## config.mk

```make
export PLATFORM = sky130hd
export DESIGN_NAME = dmem_arbiter
export DESIGN_NICKNAME = d
export VERILOG_FILES = /design/src/rtl/dmem_pkg.sv /design/src/rtl/dmem_lane_fmt.sv /design/src/rtl/dmem_arbiter.sv
export SDC_FILE = /design/constraint.sdc
export NUM_CORES = 1
export LEC_CHECK = 0
export ABC_AREA = 1
export CAP_MARGIN = 30
export CORE_AREA = 2 2 112 114
export CTS_BUF_LIST = sky130_fd_sc_hd__clkbuf_8
export CTS_CLUSTER_DIAMETER = 120
export DETAILED_ROUTE_END_ITERATION = 10
export DIE_AREA = 0 0 114 116
export MAX_ROUTING_LAYER = met4
export PLACE_DENSITY_LB_ADDON = 0.3
export SYNTH_ARGS = -nofsm -noshare
export SYNTH_HDL_FRONTEND = slang
export SYNTH_SLANG_ARGS = --single-unit
```

## constraint.sdc

```tcl
create_clock -name clk -period 1.7 [get_ports clk]
set_input_delay 0.255 -clock clk [delete_from_list [all_inputs] [get_ports clk]]
set_output_delay 0.255 -clock clk [all_outputs]
set_load 0.005 [all_outputs]
```

## src/rtl/dmem_pkg.sv

```systemverilog
// Shared definitions for the data-memory arbiter: access-size encodings,
// RAM read latency, response-stage context and byte-enable helpers.
package dmem_pkg;

  localparam logic [1:0] SIZE_B = 2'b00;
  localparam logic [1:0] SIZE_H = 2'b01;
  localparam logic [1:0] SIZE_W = 2'b10;

  localparam int RD_LATENCY = 1;

  typedef struct packed {
    logic       port;
    logic [1:0] size;
    logic       uns;
    logic [1:0] off;
    logic       err;
  } rsp_ctx_t;

  function automatic logic [3:0] store_be(input logic [1:0] size, input logic [1:0] off);
    logic [3:0] be;
    case (size)
      SIZE_B:  be = 4'b0001 << off;
      SIZE_H:  be = off[1] ? 4'b1100 : 4'b0011;
      default: be = 4'b1111;
    endcase
    return be;
  endfunction

  // Size 2'b11 behaves as a word, so bit 1 alone identifies word accesses.
  function automatic logic is_misaligned(input logic [1:0] size, input logic [1:0] off);
    return ((size == SIZE_H) && off[0]) || (size[1] && (off != 2'b00));
  endfunction

endpackage

```

## src/rtl/dmem_lane_fmt.sv

```systemverilog
// Combinational byte-lane formatter: replicates store data across lanes, or
// extracts and sign/zero-extends the addressed lane of a loaded word.
module dmem_lane_fmt
  import dmem_pkg::*;
(
  input  logic        load_i,
  input  logic [1:0]  size_i,
  input  logic        unsigned_i,
  input  logic [1:0]  off_i,
  input  logic [31:0] data_i,
  output logic [31:0] data_o
);

  logic [7:0]  lane_b_s;
  logic [15:0] lane_h_s;

  // Lane selection and extension
  always_comb begin
    data_o   = data_i;
    lane_b_s = 8'h00;
    lane_h_s = 16'h0000;
    if (load_i) begin
      case (off_i)
        2'b00:   lane_b_s = data_i[7:0];
        2'b01:   lane_b_s = data_i[15:8];
        2'b10:   lane_b_s = data_i[23:16];
        default: lane_b_s = data_i[31:24];
      endcase
      lane_h_s = off_i[1] ? data_i[31:16] : data_i[15:0];
      case (size_i)
        SIZE_B:  data_o = unsigned_i ? {24'h000000, lane_b_s} : {{24{lane_b_s[7]}}, lane_b_s};
        SIZE_H:  data_o = unsigned_i ? {16'h0000, lane_h_s} : {{16{lane_h_s[15]}}, lane_h_s};
        default: data_o = data_i;
      endcase
    end else begin
      case (size_i)
        SIZE_B:  data_o = {4{data_i[7:0]}};
        SIZE_H:  data_o = {2{data_i[15:0]}};
        default: data_o = data_i;
      endcase
    end
  end

endmodule

```

## src/rtl/dmem_arbiter.sv

```systemverilog
// Two-port (CPU/DMA) round-robin arbiter onto one synchronous single-port RAM
// with byte-lane formatting. Optional misalignment errors: DMEM_ARB_ERR_EN.
module dmem_arbiter
  import dmem_pkg::*;
#(
  parameter int ADDR_WIDTH = 14
) (
  input  logic                  clk,
  input  logic                  rst,
  input  logic                  p0_req_valid,
  output logic                  p0_req_ready,
  input  logic                  p0_req_we,
  input  logic [31:0]           p0_req_addr,
  input  logic [31:0]           p0_req_wdata,
  input  logic [1:0]            p0_req_size,
  input  logic                  p0_req_unsigned,
  output logic                  p0_resp_valid,
  output logic [31:0]           p0_resp_rdata,
  output logic                  p0_resp_err,
  input  logic                  p1_req_valid,
  output logic                  p1_req_ready,
  input  logic                  p1_req_we,
  input  logic [31:0]           p1_req_addr,
  input  logic [31:0]           p1_req_wdata,
  input  logic [1:0]            p1_req_size,
  input  logic                  p1_req_unsigned,
  output logic                  p1_resp_valid,
  output logic [31:0]           p1_resp_rdata,
  output logic                  p1_resp_err,
  output logic                  mem_en,
  output logic [3:0]            mem_we,
  output logic [ADDR_WIDTH-1:0] mem_addr,
  output logic [31:0]           mem_din,
  input  logic [31:0]           mem_dout
);

  logic                  grant_s, gnt_port_s, mis_s, resp_live_s, unused_addr_s;
  logic                  sel_we_s, sel_uns_s;
  logic [1:0]            sel_size_s;
  logic [31:0]           sel_addr_s, sel_wdata_s, st_data_s, ld_data_s;
  logic                  prio_q, prio_d;
  logic [RD_LATENCY-1:0] pend_q, pend_d;
  rsp_ctx_t              ctx_q, ctx_d;

  // Arbitration: prio_q names the port that wins a tie
  always_comb begin
    if (p0_req_valid && p1_req_valid) begin
      gnt_port_s = prio_q;
    end else if (p1_req_valid) begin
      gnt_port_s = 1'b1;
    end else begin
      gnt_port_s = 1'b0;
    end
    grant_s = rst & (p0_req_valid | p1_req_valid);
    if (gnt_port_s) begin
      sel_we_s = p1_req_we; sel_addr_s = p1_req_addr; sel_wdata_s = p1_req_wdata;
      sel_size_s = p1_req_size; sel_uns_s = p1_req_unsigned;
    end else begin
      sel_we_s = p0_req_we; sel_addr_s = p0_req_addr; sel_wdata_s = p0_req_wdata;
      sel_size_s = p0_req_size; sel_uns_s = p0_req_unsigned;
    end
  end

  assign p0_req_ready  = grant_s & ~gnt_port_s;
  assign p1_req_ready  = grant_s & gnt_port_s;
  assign unused_addr_s = ^sel_addr_s[31:ADDR_WIDTH+2];

`ifdef DMEM_ARB_ERR_EN
  assign mis_s = is_misaligned(sel_size_s, sel_addr_s[1:0]);
`else
  assign mis_s = 1'b0;
`endif

  dmem_lane_fmt u_st_fmt (
    .load_i     (1'b0),
    .size_i     (sel_size_s),
    .unsigned_i (sel_uns_s),
    .off_i      (sel_addr_s[1:0]),
    .data_i     (sel_wdata_s),
    .data_o     (st_data_s)
  );

  // RAM request issued in the grant cycle; misaligned requests never reach the RAM
  always_comb begin
    mem_en   = 1'b0;
    mem_we   = 4'b0000;
    mem_addr = {ADDR_WIDTH{1'b0}};
    mem_din  = 32'h0000_0000;
    if (grant_s && !mis_s) begin
      mem_en   = 1'b1;
      mem_addr = sel_addr_s[ADDR_WIDTH+1:2];
      if (sel_we_s) begin
        mem_we  = store_be(sel_size_s, sel_addr_s[1:0]);
        mem_din = st_data_s;
      end else begin
        mem_we  = 4'b0000;
        mem_din = 32'h0000_0000;
      end
    end else begin
      mem_en = 1'b0;
    end
  end

  // Next-state for pointer and response stage
  always_comb begin
    prio_d = prio_q;
    ctx_d  = ctx_q;
    pend_d = {RD_LATENCY{1'b0}};
    if (grant_s) begin
      prio_d = ~gnt_port_s;
      ctx_d  = '{port: gnt_port_s, size: sel_size_s, uns: sel_uns_s,
                 off: sel_addr_s[1:0], err: mis_s};
      pend_d = RD_LATENCY'(~sel_we_s | mis_s);
    end else begin
      prio_d = prio_q;
    end
  end

  // State registers with synchronous active-low reset
  always_ff @(posedge clk) begin
    if (!rst) begin
      prio_q <= 1'b0;
      pend_q <= {RD_LATENCY{1'b0}};
      ctx_q  <= '0;
    end else begin
      prio_q <= prio_d;
      pend_q <= pend_d;
      ctx_q  <= ctx_d;
    end
  end

  dmem_lane_fmt u_ld_fmt (
    .load_i     (1'b1),
    .size_i     (ctx_q.size),
    .unsigned_i (ctx_q.uns),
    .off_i      (ctx_q.off),
    .data_i     (mem_dout),
    .data_o     (ld_data_s)
  );

  // Response steering; gating with rst keeps outputs at zero during reset
  always_comb begin
    resp_live_s   = rst & pend_q[RD_LATENCY-1];
    p0_resp_valid = resp_live_s & ~ctx_q.port;
    p1_resp_valid = resp_live_s & ctx_q.port;
    p0_resp_rdata = (p0_resp_valid && !ctx_q.err) ? ld_data_s : 32'h0000_0000;
    p1_resp_rdata = (p1_resp_valid && !ctx_q.err) ? ld_data_s : 32'h0000_0000;
  end

`ifdef DMEM_ARB_ERR_EN
  assign p0_resp_err = p0_resp_valid & ctx_q.err;
  assign p1_resp_err = p1_resp_valid & ctx_q.err;
`else
  assign p0_resp_err = 1'b0;
  assign p1_resp_err = 1'b0;
`endif

endmodule

```

==> results of run 1 <==
## metrics by stage
stage	area [µm²]	std cells	setup slack [ns]
final	7340	1076	-0.409
after global routing	7340	1076	-0.471
after CTS	6910	1067	-0.479
after detailed placement	6110	996	-0.962
after global placement	6110	996	-0.920
after floorplan	2800	545	0.164
## cells by family after synthesis
group                  count (synthesis)  share of synthesized area [%]
AND/OR/NAND/NOR                      326                           54.6
buffers and inverters                 94                           15.3
AO/OA/AOI/OAI                        115                           24.2
flip-flops                             8                           5.72
other                                  1                          0.134
## layout make-up
class	count	area share [%]
Clock buffer	3	0.563
Inverter	62	3.34
Multi-Input combinational cell	444	41.0
Sequential cell	8	2.30
Tap cell	147	2.51
Timing Repair Buffer	412	50.2
## metal layers
| metal | vias up | routed length [µm] | GRT usage [%] |
|---|---|---|---|
| li1 | 2506 | - | - |
| met1 | 2338 | 6430 | 25.8 |
| met2 | 222 | 9130 | 45.8 |
| met3 | 40 | 1120 | 3.56 |
| met4 | 0 | 507 | 8.46 |
| met5 | - | 0 | - |
## layout by cell type (no fill, tap or decap), types with 4 or more instances in the layout
master,synthesis,final
buf_2,12,110
nor2_4,3,19
nand2_2,5,38
nand3_1,28,19
dfxtp_2,0,4
buf_8,0,4
inv_2,6,10
clkdlybuf4s50_1,0,135
nand3_4,2,9
buf_4,4,77
a21oi_1,41,16
and2_1,7,4
buf_6,4,56
nor2_2,18,28
o22ai_1,6,6
buf_12,1,19
a21oi_2,0,22
or2_2,8,8
o21ai_4,0,16
nor2_1,58,32
o21ai_2,2,8
o21ai_0,25,10
inv_1,54,48
nand2_4,11,27
dlygate4sd2_1,0,4
o211ai_1,10,10
a22o_1,14,14
nand2_1,180,131
o21ai_1,13,6
## synth_stat cells (all sizes together)
master and count:
nor2 79, or2 9, a31oi 3, clkinv 2, and2 7, buf 22, nand3 31, a21oi 41
dfxtp 8, clkbuf 10, nor3 2, o211ai 10, o22ai 6, nand3b 1, inv 60, conb 1
and3 1, nand2 196, o21ai 40, a22o 14, a21boi 1
## report_power, final
part	total (mW)	internal [mW]	switching, mW	leakage [nW]
sequential	0.222	0.206	0.0164	0.0681
combinational	2.52	1.33	1.19	3.62
clock	0.224	0.153	0.0708	0.0216
## registers in the layout, summed over array words and instances, names as in the netlist
register	cells
prio_q	1
ctx_q	6
pend_q	1
## final timing paths
path	end	cells past startpoint
setup / recovery	mem_din[11]	11
hold / removal	ctx_q[3]	4
hold reg to reg	prio_q	3
setup reg to reg	ctx_q[3]	13
## worst register-to-register path: stages (launching register included)
cell       delay [ns]
dfxtp_2          0.31
inv_2            0.03
nand2_2          0.06
nand2_4          0.09
buf_4            0.16
buf_12           0.12
buf_6            0.11
buf_6            0.11
nor2_4           0.11
clkbuf_16        0.14
buf_8            0.10
buf_4            0.10
nand2_1          0.05
a31oi_1          0.14
## repair_timing
action / CTS / global route
endpoints found under the setup margin: 119 / 119
buffers inserted: 70 / 22
endpoints found under the hold margin: 0 / 0
pin swaps: 71 / 78
cloned: 6 / 0
gates resized for setup: 637 / 142
==> qor.csv, run 1 <==
stage,metric,value,unit
place,gp_congestion,0.873,
global_route,grt_max_degree,25,
sta,finalCriticalPeriod,2.11,ns
die,io_pins,293,
final_layout,layout.nets,1103,
yosys,netlist_area,2800,µm²
power_and_ir_drop,ir_drop,0.209,mV
sta,grt_setup_unrepaired,true,
place,portBuffers,258,
final_layout,seq_area,169,µm²
final_layout,insertedDiodeCount,0,
global_route,track_usage,24.3,%
drt,drc,0,
sta,hold_viol,0,
sta,skew,0.00313,ns
clock_tree,cts_sinks,8,
drt,dr.pass1.iters,5,
drt,num_vias,5106,
sta,timing.fmax,474,MHz
setup_path,critical_path.endpoint_type,primary output,
sta,setup_viol,116,
final_layout,nFillCells,1120,
outcome,status,"finished, violations left",
final_layout,multi_input_area,3010,µm²
power_and_ir_drop,power_density,405,nW/µm²
place,hpwl,12000,µm
sta,fin_hold_ws,0.556,ns
setup_path,path_buf_inv,5,
min_path,hold_class,in -> reg,
global_route,grt_pass1_vias,5241,
setup_path,worstSetupPathType,reg -> out,
outcome,violations,setup timing,
setup_path,path_delay_family,buffers and inverters,
die,die_area,13200,µm²
clock_tree,hold_buffers,0,
final_layout,syn2layout_area_growth,162,%
yosys,yosys.area.top_type,nand2_1,
drt,wl,17200,µm
die,die_h,116,µm
clock_tree,cts_buffers,3,
setup_path,worstPathCellList,inv_2 -> nand2_2 -> nand2_4 -> buf_12 -> buf_12 -> o21ai_4 -> nand2_4 -> buf_6 -> o21ai_4 -> nor2_1 -> buf_2,
drt,antenna_left,0,
yosys,synth_warnings,0,
global_route,grt_overflow,0,
power_and_ir_drop,power,2.97,mW
sta,slew_viol_final,0,
final_layout,drive_gt1_share,51.6,%
die,coreArea,11900,µm²
global_route,grt_pass1_wl,25200,µm
sta,tns,-29.80,ns
clock_tree,htreeDepth,1,
clock_tree,clock_latency,0.22,ns
drt,viasPerCell,4.75,
clock_tree,tritoncts,built,
clock_tree,clk_pin_slew,0.04,ns
setup_path,cpPeakStageDelay,0.31,ns
yosys,ys_ff_latch,8,
setup_path,crit_slowest_cell,dfxtp_2,
die,fp-row-count,40,
global_route,grt_antenna_before_repair,0,
setup_path,reg2reg_slack,-0.01,ns
yosys,seq_area_frac_synth,5.72,%
yosys,synthTopCellsByArea,"nand2_1, nor2_1, a21oi_1",
die,die_x,114,µm
clock_tree,root_buffer,clkbuf_8,
setup_path,crit-reg2reg-launch,prio_q,
drt,dr.first_iter.drc_count,180,
final_layout,fin_util,61.6,%
die,initial_core_util,23.5,%
yosys,synth.distinct_cells,35,
setup_path,startpoint_type,register,
sta,finalWorstSetupSlack,-0.409,ns
drt,wl_per_cell,16.0,µm
setup_path,cp_max_fo,7,
setup_path,crit_path_start,prio_q,
setup_path,critPathRequiredTime,1.44,ns
setup_path,crit_arrival,1.85,ns
sta,fin_crit_sh,124,%
yosys,syn_avg_cell_area,5.14,µm²
power_and_ir_drop,total_leakage_power,3.71,nW
flow_run,drv_cap,0,
min_path,holdCritStartpoint,rst,
yosys,syn_inst,544,
yosys,synth_top_area_share,24.2,%
clock_tree,cts_buffer_depth,2,
(Power assumes the default switching activity.)
==> run 2, diff against run 1 <==
- ABC_AREA: 1 -> unset
- CELL_PAD_IN_SITES_DETAIL_PLACEMENT: unset -> 1
- CELL_PAD_IN_SITES_GLOBAL_PLACEMENT: unset -> 2
- CORE_AREA: 2 2 112 114 -> unset
- CORE_ASPECT_RATIO: unset -> 0.8
- CORE_UTILIZATION: unset -> 13
- DIE_AREA: 0 0 114 116 -> unset
==> run 2 against run 1 <==
Against the previous run: the flow still finishes with violations (setup timing); largest cell class unchanged; clock skew shrank 0.0018 ns; sequential share of layout area shrank 0.18 points; cell count grew 6.9%; hold slack lost 0.089 ns; combinational power shrank 4%; global-route usage shrank 5.3 points.
==> qor.csv, run 2 <==
stage,metric,value,unit
outcome,status,"finished, violations left",
outcome,violations,setup timing,
power_and_ir_drop,power_frac_seq,8.3,%
yosys,seq_area_frac_synth,5.44,%
clock_tree,cts_buffers,3,
yosys,synth_top_family_by_area,simple AND/OR/NAND/NOR gates,
final_layout,seq_area,176,µm²
clock_tree,clk_pin_slew,0.04,ns
sta,grt_setup_unrepaired,true,
power_and_ir_drop,clkPwrFrac,7.7,%
sta,tns,-37.32,ns
clock_tree,hold_buffers,0,
drt,wl_per_cell,20.2,µm
final_layout,top_regs,"ctx_q: 6 flops, pend_q: 1 flops, prio_q: 1 flops",
power_and_ir_drop,pwr-share-comb,84.0,%
final_layout,multi_input_area,3610,µm²
power_and_ir_drop,total_leakage_power,3.50,nW
clock_tree,clock_latency,0.22,ns
clock_tree,htreeDepth,1,
setup_path,cp_max_fo,8,
final_layout,final_cell_mix,"clkdlybuf4s50_1, buf_4, buf_2",
power_and_ir_drop,ir_drop,0.258,mV
sta,skew,0.00132,ns
power_and_ir_drop,p_int,1.71,mW
global_route,grt_pass1_wl,32900,µm
drt,dr.first_iter.drc_count,166,
yosys,synthFlopType,dfxtp_1,
final_layout,fin_cells,1150,
power_and_ir_drop,power_density,348,nW/µm²
die,coreArea,21900,µm²
sta,hold_viol,0,
yosys,synth.area.mux_share,12.8,%
yosys,synth_warnings,0,
sta,fin_crit_sh,129,%
die,fp-row-count,48,
final_layout,largest_reg_flops,6,
global_route,track_usage,19.0,%
drt,num_vias,5302,
min_path,holdCritStartpoint,p0_req_we,
clock_tree,root_buffer,clkbuf_8,
power_and_ir_drop,switchingPower,1.18,mW
yosys,synth.distinct_cells,51,
yosys,synth_edf_count,0,
setup_path,crit_arrival,1.93,ns
yosys,syn_inst,444,
min_path,hold_path_end,pend_q,
yosys,async_flop_share,0,%
global_route,grt_antenna_before_repair,2,
setup_path,worstSetupPathType,reg -> out,
yosys,ys_ff_latch,8,
global_route,grt_overflow,0,
drt,viasPerCell,4.61,
yosys,synth_top_area_share,8.54,%
clock_tree,cts_sinks,8,
final_layout,syn2layout_area_growth,182,%
sta,finalCriticalPeriod,2.19,ns
setup_path,r2r.worst_path.cells,7,
final_layout,layout.nets,1022,
clock_tree,tritoncts,built,
die,die_h,137,µm
place,placed_cells,1066,
yosys,synthAdderAreaFrac,0,%
power_and_ir_drop,swShare,40.7,%
final_layout,drive_gt1_share,56.7,%
sta,setup_viol,115,
flow_run,drv_cap,0,
drt,drc,0,
yosys,synthTopCellsByCount,"nor2_1, nand2_1, nor2b_1, a211oi_1",
global_route,grt_max_degree,17,
yosys,synth-compound-area-share,33.8,%
place,portBuffers,258,
setup_path,critPathRequiredTime,1.44,ns
setup_path,critical_path.endpoint_type,primary output,
drt,antenna_left,0,
die,io_pins,293,
die,die_x,170,µm
setup_path,startpoint_type,register,
final_layout,final_common_cell,clkdlybuf4s50_1,
final_layout,nFillCells,2583,
min_path,whs_path_depth,3,
setup_path,r2r_end,ctx_q[3],
setup_path,reg2reg_slack,0.25,ns
drt,wl,23200,µm
place,hpwl,16400,µm
sta,slew_viol_final,0,
sta,fin_hold_ws,0.466,ns
global_route,grt_pass1_vias,5598,
sta,timing.fmax,458,MHz
yosys,yosys.area.top_type,nor2_1,
setup_path,crit_path_start,ctx_q[2],
drt,dr.pass1.iters,4,
min_path,hold_class,in -> reg,
final_layout,fin_util,37.9,%
yosys,synth_xor_xnor_area_share,0,%
yosys,netlist_area,2950,µm²
yosys,synthTopCellsByArea,"nor2_1, nor2b_1, a211oi_1",
final_layout,regMostFlops,ctx_q,
yosys,yosysMostFrequentCell,nor2_1,
yosys,synthSimpleGateAreaFrac,38.1,%
place,gp_congestion,0.916,
clock_tree,cts_buffer_depth,2,
die,die_area,23300,µm²
setup_path,crit-reg2reg-launch,prio_q,
sta,finalWorstSetupSlack,-0.485,ns
yosys,syn_avg_cell_area,6.63,µm²
die,initial_core_util,13.4,%
-- run 2: worst max-delay path: stages (launching register included) --
cell	delay [ns]
dfxtp_4	0.44
mux2i_4	0.28
buf_6	0.14
o22ai_4	0.08
buf_6	0.13
or3_4	0.37
and3_4	0.16
buf_6	0.11
-- run 2: how the worst max path moves through the flow --
stage | cells past startpoint | slack [ns] | end
global route | 8 | -0.55 | p1_resp_rdata[7]
global placement | 7 | -1.04 | mem_din[27]
finish | 7 | -0.49 | p1_resp_rdata[15]
detailed placement | 8 | -1.12 | mem_din[30]
floorplan | 5 | -0.006 | p1_resp_rdata[15]
CTS | 8 | -0.50 | p0_resp_rdata[15]
-- run 2: cell type report --
| class | instances | share of cell area, % |
|---|---|---|
| Inverter | 4 | 0.241 |
| Antenna cell | 2 | 0.0603 |
| Timing Repair Buffer | 451 | 49.1 |
| Sequential cell | 8 | 2.12 |
| Clock buffer | 3 | 0.497 |
| Multi-Input combinational cell | 382 | 43.4 |
| Tap cell | 300 | 4.52 |
-- run 2: logic make-up after synthesis --
family	after synthesis
AND/OR/NAND/NOR	211
AO/OA/AOI/OAI	133
buffers and inverters	56
multiplexers	35
flip-flops	8
other	1
-- run 2: power by group through the flow --
stage	Sequential, mW	Clock [mW]	Combinational [mW]
3_3_place_gp	0.226	0	1.71
5_1_grt	0.244	0.248	2.56
6_report	0.240	0.223	2.43
3_5_place_dp	0.228	0	1.73
4_1_cts	0.233	0.234	2.25
2_1_floorplan	0.216	0	0.676
-- run 2: routing by layer --
metal	vias to the layer above	share of wire (%)	GRT usage [%]
met2	175	51	32.4
met1	2633	44	24.2
met4	0	1.0	3.75
met3	16	4.3	2.11
li1	2478	-	-
met5	-	0	-
-- run 2: timing repair --
item / in CTS / in global routing
hold endpoints to repair: 0 / 0
buffers inserted: 56 / 25
pin swaps: 72 / 38
setup endpoints to repair: 120 / 119
cloned: 9 / 2
resized for setup: 693 / 90
-- run 2: metrics by stage --
step | total power, mW | worst slack [ns] | instance area [µm²]
finish | 2.89 | -0.485 | 8310
global route | 3.05 | -0.552 | 8310
CTS | 2.71 | -0.499 | 7890
detailed placement | 1.96 | -1.12 | 6690
global placement | 1.93 | -1.04 | 6690
floorplan | 0.893 | -0.00649 | 2990
